<file path="config.mk">
export PLATFORM = sky130hd
export DESIGN_NAME = wb_arbiter_flat
export DESIGN_NICKNAME = d
export VERILOG_FILES = /design/src/rtl/wb_arbiter_pkg.sv /design/src/rtl/wb_arbiter_if.sv /design/src/rtl/wb_arbiter_fifo.sv /design/src/rtl/wb_arbiter.sv /design/src/flat_wrapper.sv
export SDC_FILE = /design/constraint.sdc
export NUM_CORES = 1
export LEC_CHECK = 0
export ABC_AREA = 0
export CAP_MARGIN = 20
export CORE_MARGIN = 8
export CORE_UTILIZATION = 50
export CTS_CLUSTER_SIZE = 8
export DETAILED_ROUTE_END_ITERATION = 12
export PLACE_DENSITY_LB_ADDON = 0.08
export SLEW_MARGIN = 15
export SYNTH_ARGS = -nofsm -noshare
export SYNTH_HDL_FRONTEND = slang
export SYNTH_SLANG_ARGS = --single-unit
</file>
<file path="constraint.sdc">
create_clock -name clk -period 4.8 [get_ports clk]
set_input_delay 0.96 -clock clk [delete_from_list [all_inputs] [get_ports clk]]
set_output_delay 0.96 -clock clk [all_outputs]
set_load 0.05 [all_outputs]
</file>
<file path="src/rtl/wb_arbiter_pkg.sv">
// Shared types and sizes for the writeback arbiter.
// Bundles, requester sides and the busy-bit decode helper.
package wb_arbiter_pkg;

  localparam int RegBus      = 32;
  localparam int RegAddrBus  = 5;
  localparam int RegNum      = 32;
  localparam int WbFifoDepth = 2;
  localparam int WbPtrW      = $clog2(WbFifoDepth);

  typedef logic [RegAddrBus-1:0] addr_t;
  typedef logic [RegBus-1:0]     data_t;
  typedef logic [RegNum-1:0]     busy_t;

  typedef struct packed {
    addr_t addr;
    data_t data;
  } wb_req_t;

  typedef enum logic {
    SideA = 1'b0,
    SideB = 1'b1
  } side_e;

  // x0 is never tracked: writes to it are discarded.
  function automatic busy_t busy_bit(input addr_t a);
    busy_t b;
    b = '0;
    if (a != '0) b[a] = 1'b1;
    return b;
  endfunction

endpackage

</file>
<file path="src/rtl/wb_arbiter_if.sv">
// Requester handshakes plus regfile write port and busy map.
// slave: the arbiter side; master: requesters and regfile.
interface wb_arbiter_if;
  import wb_arbiter_pkg::*;

  logic  a_valid;
  logic  a_ready;
  addr_t a_waddr;
  data_t a_wdata;

  logic  b_valid;
  logic  b_ready;
  addr_t b_waddr;
  data_t b_wdata;

  logic  we;
  addr_t waddr;
  data_t wdata;
  busy_t busy;

  modport slave (
    input  a_valid, a_waddr, a_wdata,
    input  b_valid, b_waddr, b_wdata,
    output a_ready, b_ready,
    output we, waddr, wdata, busy
  );

  modport master (
    output a_valid, a_waddr, a_wdata,
    output b_valid, b_waddr, b_wdata,
    input  a_ready, b_ready,
    input  we, waddr, wdata, busy
  );

endinterface

</file>
<file path="src/rtl/wb_arbiter_fifo.sv">
// Small per-requester FIFO of {addr, data} writes.
// Exposes per-slot valid/addr so the top can build busy.
module wb_arbiter_fifo
  import wb_arbiter_pkg::*;
(
  input  logic                           clk,
  input  logic                           rst_n,
  input  logic                           push_i,
  input  wb_req_t                        push_data_i,
  input  logic                           pop_i,
  output logic                           full_o,
  output logic                           empty_o,
  output wb_req_t                        head_o,
  output logic [WbFifoDepth-1:0]         ent_vld_o,
  output addr_t [WbFifoDepth-1:0]        ent_addr_o
);

  wb_req_t                mem_q [WbFifoDepth];
  logic [WbFifoDepth-1:0] vld_q;
  logic [WbFifoDepth-1:0] vld_d;
  logic [WbPtrW-1:0]      wptr_q;
  logic [WbPtrW-1:0]      rptr_q;
  logic                   push_acc;
  logic                   pop_acc;

  assign full_o   = &vld_q;
  assign empty_o  = ~|vld_q;
  assign head_o   = mem_q[rptr_q];
  assign push_acc = push_i && !full_o;
  assign pop_acc  = pop_i && !empty_o;
  assign ent_vld_o = vld_q;

  // Per-slot address view for the busy map.
  always_comb begin
    for (int i = 0; i < WbFifoDepth; i++) begin
      ent_addr_o[i] = mem_q[i].addr;
    end
  end

  // Slot valid flags after this cycle's pop and push.
  always_comb begin
    vld_d = vld_q;
    if (pop_acc) vld_d[rptr_q] = 1'b0;
    if (push_acc) vld_d[wptr_q] = 1'b1;
  end

  // Storage and pointer update.
  always_ff @(posedge clk or negedge rst_n) begin
    if (!rst_n) begin
      for (int i = 0; i < WbFifoDepth; i++) begin
        mem_q[i] <= '0;
      end
      vld_q  <= '0;
      wptr_q <= '0;
      rptr_q <= '0;
    end else begin
      vld_q <= vld_d;
      if (push_acc) begin
        mem_q[wptr_q] <= push_data_i;
        wptr_q        <= wptr_q + 1'b1;
      end
      if (pop_acc) begin
        rptr_q <= rptr_q + 1'b1;
      end
    end
  end

endmodule

</file>
<file path="src/rtl/wb_arbiter.sv">
// Two-requester round-robin arbiter onto the regfile write port.
// Same-register collisions drain B first to keep WAW order.
module wb_arbiter
  import wb_arbiter_pkg::*;
(
  input  logic       clk,
  input  logic       rst,
  wb_arbiter_if.slave bus
);

  logic                   a_full, a_empty;
  logic                   b_full, b_empty;
  wb_req_t                a_push, b_push;
  wb_req_t                a_head, b_head;
  logic [WbFifoDepth-1:0] a_vld, b_vld;
  addr_t [WbFifoDepth-1:0] a_addr, b_addr;

  logic    a_hv, b_hv, same;
  logic    gnt_a, gnt_b, gnt;
  wb_req_t sel;
  side_e   ptr_q, ptr_d;
  logic    we_q;
  addr_t   waddr_q;
  data_t   wdata_q;
  busy_t   busy_c;

  assign bus.a_ready = rst && !a_full;
  assign bus.b_ready = rst && !b_full;

  assign a_push = '{addr: bus.a_waddr, data: bus.a_wdata};
  assign b_push = '{addr: bus.b_waddr, data: bus.b_wdata};

  wb_arbiter_fifo u_fifo_a (
    .clk         (clk),
    .rst_n       (rst),
    .push_i      (bus.a_valid && bus.a_ready),
    .push_data_i (a_push),
    .pop_i       (gnt_a),
    .full_o      (a_full),
    .empty_o     (a_empty),
    .head_o      (a_head),
    .ent_vld_o   (a_vld),
    .ent_addr_o  (a_addr)
  );

  wb_arbiter_fifo u_fifo_b (
    .clk         (clk),
    .rst_n       (rst),
    .push_i      (bus.b_valid && bus.b_ready),
    .push_data_i (b_push),
    .pop_i       (gnt_b),
    .full_o      (b_full),
    .empty_o     (b_empty),
    .head_o      (b_head),
    .ent_vld_o   (b_vld),
    .ent_addr_o  (b_addr)
  );

  // Grant selection; B wins same-register collisions.
  always_comb begin
    a_hv  = !a_empty;
    b_hv  = !b_empty;
    same  = a_hv && b_hv
         && (a_head.addr == b_head.addr)
         && (a_head.addr != '0);
    gnt_b = b_hv && (!a_hv || same || ptr_q == SideB);
    gnt_a = a_hv && !gnt_b;
    gnt   = gnt_a || gnt_b;
    sel   = gnt_b ? b_head : a_head;
    ptr_d = ptr_q;
    unique case (1'b1)
      gnt && !same && gnt_a: ptr_d = SideB;
      gnt && !same && gnt_b: ptr_d = SideA;
      default:               ptr_d = ptr_q;
    endcase
  end

  // Pointer and registered regfile write stage.
  always_ff @(posedge clk or negedge rst) begin
    if (!rst) begin
      ptr_q   <= SideA;
      we_q    <= 1'b0;
      waddr_q <= '0;
      wdata_q <= '0;
    end else begin
      ptr_q <= ptr_d;
      we_q  <= gnt && (sel.addr != '0);
      if (gnt) begin
        waddr_q <= sel.addr;
        wdata_q <= sel.data;
      end
    end
  end

  // Registers with writes still queued in either FIFO.
  always_comb begin
    busy_c = '0;
    for (int i = 0; i < WbFifoDepth; i++) begin
      if (a_vld[i]) busy_c = busy_c | busy_bit(a_addr[i]);
      if (b_vld[i]) busy_c = busy_c | busy_bit(b_addr[i]);
    end
  end

  assign bus.we    = we_q;
  assign bus.waddr = waddr_q;
  assign bus.wdata = wdata_q;
  assign bus.busy  = busy_c;

endmodule

</file>
<file path="src/flat_wrapper.sv">
// flat-port wrapper written by rule: the top's interface ports become plain ports
module wb_arbiter_flat import wb_arbiter_pkg::*;
  (clk, rst, bus_a_valid, bus_a_waddr, bus_a_wdata, bus_b_valid, bus_b_waddr, bus_b_wdata, bus_a_ready, bus_b_ready, bus_we, bus_waddr, bus_wdata, bus_busy);
  wb_arbiter_if bus_i ();
  input  logic clk;
  input  logic rst;
  input wire logic [$bits(bus_i.a_valid)-1:0] bus_a_valid;
  input wire logic [$bits(bus_i.a_waddr)-1:0] bus_a_waddr;
  input wire logic [$bits(bus_i.a_wdata)-1:0] bus_a_wdata;
  input wire logic [$bits(bus_i.b_valid)-1:0] bus_b_valid;
  input wire logic [$bits(bus_i.b_waddr)-1:0] bus_b_waddr;
  input wire logic [$bits(bus_i.b_wdata)-1:0] bus_b_wdata;
  output wire logic [$bits(bus_i.a_ready)-1:0] bus_a_ready;
  output wire logic [$bits(bus_i.b_ready)-1:0] bus_b_ready;
  output wire logic [$bits(bus_i.we)-1:0] bus_we;
  output wire logic [$bits(bus_i.waddr)-1:0] bus_waddr;
  output wire logic [$bits(bus_i.wdata)-1:0] bus_wdata;
  output wire logic [$bits(bus_i.busy)-1:0] bus_busy;
  assign bus_i.a_valid = bus_a_valid;
  assign bus_i.a_waddr = bus_a_waddr;
  assign bus_i.a_wdata = bus_a_wdata;
  assign bus_i.b_valid = bus_b_valid;
  assign bus_i.b_waddr = bus_b_waddr;
  assign bus_i.b_wdata = bus_b_wdata;
  assign bus_a_ready = bus_i.a_ready;
  assign bus_b_ready = bus_i.b_ready;
  assign bus_we = bus_i.we;
  assign bus_waddr = bus_i.waddr;
  assign bus_wdata = bus_i.wdata;
  assign bus_busy = bus_i.busy;
  wb_arbiter u_core (.clk(clk), .rst(rst), .bus(bus_i));
endmodule
</file>
[Yosys cells after proc, flatten, opt, wreduce, memory -nomap -nowiden]
Cells that the tools add are included.
Word-level totals
  register bits: 195
  input bits: 78
  output and inout port bits: 72
  logic and storage cells: 149
Cells by class
  $add $sub $neg: 4
  order comparisons: 22
  eq/ne operators: 1
  multiplexer cells: 45
  bitwise operators: 13
  reduce and logical (&&, ||, !) cells: 46
Operators with widths (number)
  32-bit two-way mux: 11
  37-bit two-way mux: 9
  74-bit bitwise mux: 2
  32-bit OR: 3
  37-bit demux with 1-bit select: 2
  5-bit nonzero test: 6
  1-bit logical AND: 27
  5-bit by 6-bit less-than comparator with 1-bit output (second input constant): 4
  1-bit demux with 5-bit select: 4
  5-bit by 1-bit >= comparator with 1-bit output (second input constant): 4
  2-bit >= comparator (second input constant): 4
  1-bit by 2-bit less-than comparator with 1-bit output (second input constant): 4
  1-bit two-way mux: 8
  2-bit two-way mux: 4
  1-bit inverter with 2-bit output: 4
  5-bit == test: 1
  1-bit zero test: 5
  1-bit adder (second input constant): 4
  2-bit bitwise AND: 2
  1-bit demux with 1-bit select: 4
  1-bit >= comparator (second input constant): 4
  2-bit by 1-bit less-than comparator with 1-bit output (second input constant): 2
  2-bit inverter: 2
  2-bit OR: 2
  other kinds (5): 9

[Logic depth before layout (Yosys ltp)]
  word-level depth: 16
  gate-level depth with buffers: 9
  gate-level depth less buffers: 6

[Modules after synthesis]
Synthesis repeated with hierarchy kept, for this count alone.
Second synthesis, totals
  cell total of the unflattened synthesis: 993
  area total of the unflattened synthesis: 11419.7 µm²
By module, submodules not included
  wb_arbiter_fifo: times used 2, cells an instance 224, area each 3543.4 µm², sequential area each 1951.9 µm²
  wb_arbiter: times used 1, cells an instance 545, area each 4332.9 µm², sequential area each 975.9 µm²

[Least setup slack after synthesis]
No wires, ideal clock.
  kind: input port to flip-flop
  from: input rst
  to: register u_core.u_fifo_a.mem_q, in the netlist u_core.u_fifo_a.ent_addr_o[0]
  library setup time: 0.125 ns
  arrival: 3.328 ns
  required time: 4.675 ns
  slack: 1.348 ns
  stages: 6
  path buffers: 2
  cells stage by stage: a21boi_0 > nand2_1 > or2_2 > buf_2 > buf_2 > mux2_2
Between the ends
  cells in the longest elaborated chain, start to end: 3
RTL lines
  start: declaration: RTL line flat_wrapper.sv:6  | input logic rst;
  1-bit logical AND: RTL line wb_arbiter.sv:27  | assign bus.a_ready = rst && !a_full;
  1-bit logical AND: RTL line wb_arbiter.sv:36  | .push_i (bus.a_valid && bus.a_ready),
  1-bit logical AND: RTL line wb_arbiter_fifo.sv:29  | assign push_acc = push_i && !full_o;
  end signal: indexed assignment: RTL line wb_arbiter_fifo.sv:59  | mem_q[wptr_q] <= push_data_i;
  end: declaration: RTL line wb_arbiter_fifo.sv:18  | wb_req_t mem_q [WbFifoDepth];
Every way passes these cells.
A chain may end at the register's enable or synchronous reset.

[Final worst setup path]
  from: register u_core.u_fifo_a.vld_q[0] (netlist: u_core.u_fifo_a.ent_vld_o[0])
  to: output bus_busy[5]
Between the ends
  cells in the longest elaborated chain, start to end: 7
RTL lines
  start: declaration: RTL line wb_arbiter_fifo.sv:19  | logic [WbFifoDepth-1:0] vld_q;
  start signal: assignment: RTL line wb_arbiter_fifo.sv:57  | vld_q <= vld_d;
  32-bit two-way mux *: RTL line wb_arbiter.sv:99  | if (a_vld[i]) busy_c = busy_c | busy_bit(a_addr[i]);
  32-bit OR: RTL line wb_arbiter.sv:100  | if (b_vld[i]) busy_c = busy_c | busy_bit(b_addr[i]);
  32-bit two-way mux *: RTL line wb_arbiter.sv:100
  32-bit OR: RTL line wb_arbiter.sv:99
  32-bit two-way mux *: RTL line wb_arbiter.sv:99
  32-bit OR: RTL line wb_arbiter.sv:100
  32-bit two-way mux *: RTL line wb_arbiter.sv:100
  end: declaration: RTL line flat_wrapper.sv:18  | output wire logic [$bits(bus_i.busy)-1:0] bus_busy;
Mark *: on every way between the ends. The rest lies on a longest branch, timed or not.

==> metrics.csv <==
metric,value,unit
chip height,153.0,um
IO buf count,148,
Yosys cell types,42,
number of endpoints failing setup at the final stage,0,
min cycle time layout,3.715,ns
Avg WL per Cell,21.82,um
drt total wl,24980,um
f_max,269.2,MHz
WP buf/inv,1,
Comb power frac,0.491,
Clock Latency Late Sink,0.43,ns
HP Class,flop to flop,
first-pass GRT wire length,40280,um
CTS Sinks,195,
R2R depth,8,
Post-CTS Resized,0,
Total Negative Setup Slacks,0,ns
switching power,3.972,mW
share of layout cells above drive strength 1,0.2305,
GRT Total Usage,0.2143,
syn_nets,859,
Avg Inst Size Synth,12.02,um^2
critical-path maximum fanout,8,
vias post-DR,6774,
die area,0.02342,mm^2
Final Max Slew Viols,0,
"Reg clk slew, reported paths",0.07,ns
worst slew pin tran,1.094,ns
clock share of power,0.151,
final worst-path cycle share,0.7740,
CP peak stage delay,0.84,ns
Synth Instances,781,
post-synthesis async set-or-reset flop share,1.000,
Place WS,1.386,ns
global placement routability congestion,0.9071,
LEAKAGE,4.848,nW
Area Overhead vs Synth,23.67,%
Die X,153.0,um
buffer count from post-CTS setup fixing,0,
hold slack,0.5062,ns
# diodes,0,
largest net degree at the start of global routing,196,
power per cell area,781.0,mW/mm^2
Fin. Hold Viols,0,
DR iter-0 viols,380,
global route overflow,0,
via/cell ratio,5.916,
number of synthesized flops with an enable pin,0,
Peak VDD IR,458.4,uV
"Primary FF master, synth",dfrtp_1,
Sw Ratio,0.4380,
ANT nets after route,0,
CTS tree,done,
first drt pass iteration count,5,
RSZ-0062 raised after global routing,false,
status,"finished, final reports clean",
H-Tree Depth,4,
WP data arrival,2.76,ns
initial antenna violation count,0,
synthesis-stage register bit count,195,
CTS Hold Bufs,0,
total core area,0.01858,mm^2
Top-Level Pins,150,
crit path capture type,primary output,
Crit. path cell count,5,
DRC viols,0,
synth warn,0,
FP Rows,50,
clock buffer depth,2,
crit path kind,flop to primary output,
"Seq/Total Area, Yosys",0.5197,
fin worst setup slack,1.085,ns
Int Pwr,5.096,mW
Critical Path Start Type,flop,
synthesized area,0.009389,mm^2
Max-slew headroom,0.2710,
Critical Path Slowest Stage Cell,clkdlybuf4s50_1,
cell family with most CP delay,buffers and inverters,
clock skew,0.01163,ns
Maximum Capacitance Violations,0,
vias in the first global route,7184,
Critical Path RT,3.84,ns
Initial Util,0.5053,
dpl hpwl,16700,um
nets,976,
hold path cells,1,
number of CTS-inserted buffers,17,
Seq pwr share,0.358,
clock root cell,clkbuf_16,
CP Cell Sequence,nand2_1 > nor2_1 > a22oi_1 > o221ai_1 > clkdlybuf4s50_1,
[cell type report]
| cell class | count | area, um^2 |
|---|---|---|
| Tap cell | 234 | 292.8 |
| Sequential cell | 195 | 4882 |
| Timing Repair Buffer | 159 | 1603 |
| Clock inverter | 13 | 137.6 |
| Multi-Input combinational cell | 516 | 4229 |
| Clock buffer | 19 | 432.9 |
| Fill cell | 1469 | 6969 |
| Inverter | 9 | 33.78 |
[power by group through the flow]
stage | Combinational [mW] | Sequential (mW) | Clock (mW)
2_1_floorplan | 2.90 | 3.45 | 0
3_3_place_gp | 4.36 | 3.22 | 0
3_5_place_dp | 4.45 | 3.26 | 0
4_1_cts | 4.48 | 3.23 | 1.39
5_1_grt | 4.81 | 3.36 | 1.45
6_report | 4.46 | 3.24 | 1.37
[synth_stat cells, types with 4 or more instances]
library cell  count  area share
nand3b_1         11      0.0088
buf_2            13      0.0069
o211ai_1          5      0.0040
nand2_1          22      0.0088
o22ai_1          12      0.0080
and3_1            4      0.0027
a221o_1          12       0.013
clkbuf_1         37       0.015
a21oi_1          48       0.026
xnor2_1           4      0.0037
o221ai_1         15       0.014
mux2i_1          74       0.079
and3b_1           5      0.0047
a22oi_1           8      0.0064
or3b_2            6      0.0056
inv_1             9      0.0036
nor3b_1           7      0.0056
a211oi_1         32       0.026
buf_1             6      0.0024
nor2_1           58       0.023
mux2_2          148        0.18
nor3_1            5      0.0027
nand3_1          10      0.0053
buf_4             5      0.0040
dfrtp_1         195        0.52
o21ai_0           5      0.0027
[placed cells by master, fill, tap and decap left out, types with 15 or more instances in the layout]
master,count
mux2i_1,74
mux2_2,148
dfrtp_1,193
clkdlybuf4s50_1,146
nor2_1,57
clkbuf_16,17
a21oi_1,48
o221ai_1,15
nand2_1,22
a211oi_1,32
[sequential cells by signal, summed over array words and instances, names as in the netlist, 2 cells and up]
signal	flops
u_core.bus.waddr	5
u_core.u_fifo_b.ent_vld_o	2
u_core.u_fifo_b.mem_q	64
u_core.u_fifo_a.ent_addr_o	10
u_core.bus.wdata	32
u_core.u_fifo_a.mem_q	64
u_core.u_fifo_b.ent_addr_o	10
u_core.u_fifo_a.ent_vld_o	2
[final timing paths]
check                                        startpoint  slack (ns)                       endpoint
setup / recovery           u_core.u_fifo_a.ent_vld_o[0]        1.08                    bus_busy[5]
hold / removal                 u_core.u_fifo_b.mem_q[0]        0.51       u_core.u_fifo_b.mem_q[0]
setup reg to reg                 u_core.u_fifo_a.rptr_q        1.49                  u_core.bus.we
hold reg to reg                u_core.u_fifo_b.mem_q[0]        0.51       u_core.u_fifo_b.mem_q[0]
max in group asynchronous                           rst        3.24         u_core.u_fifo_b.rptr_q
min in group asynchronous                           rst        0.77  u_core.u_fifo_a.ent_addr_o[2]
[metal layers]
layer	wire length [um]	global-route usage
met2	12470	0.3668
met3	1311	0.04934
met1	10900	0.2675
met4	296	0.05796
met5	0	0
[kinds of logic (layout without fill, tap and decap cells)]
| family | after synthesis | in the layout | share of synthesized area |
|---|---|---|---|
| other cells | 1 | 1 | 0.0003994 |
| flops | 195 | 195 | 0.5197 |
| xor+xnor | 7 | 7 | 0.006530 |
| compound gates | 147 | 147 | 0.1103 |
| mux | 222 | 222 | 0.2564 |
| buf+inv | 70 | 200 | 0.03172 |
| simple gates | 139 | 139 | 0.07490 |
[per-stage QoR]
step / power, mW / std cells / utilization / cell area, um^2
2_1_floorplan: 6.346 / 781 / - / 9389
6_report: 9.068 / 1145 / 0.6249 / 11610
4_1_cts: 9.109 / 1144 / 0.6238 / 11590
3_5_place_dp: 7.707 / 1112 / 0.5931 / 11020
5_1_grt: 9.616 / 1145 / 0.6249 / 11610
3_3_place_gp: 7.578 / 1112 / 0.5931 / 11020
[worst reg2reg max path: stages (launching register included)]
cell       delay [ns]
dfrtp_2          0.75
buf_4            0.48
mux2i_1          0.32
xnor2_1          0.15
nand4_1          0.21
o22ai_4          0.57
buf_12           0.35
o2111ai_1        0.22
o211a_1          0.15
Power figures use the tool's default switching activity.
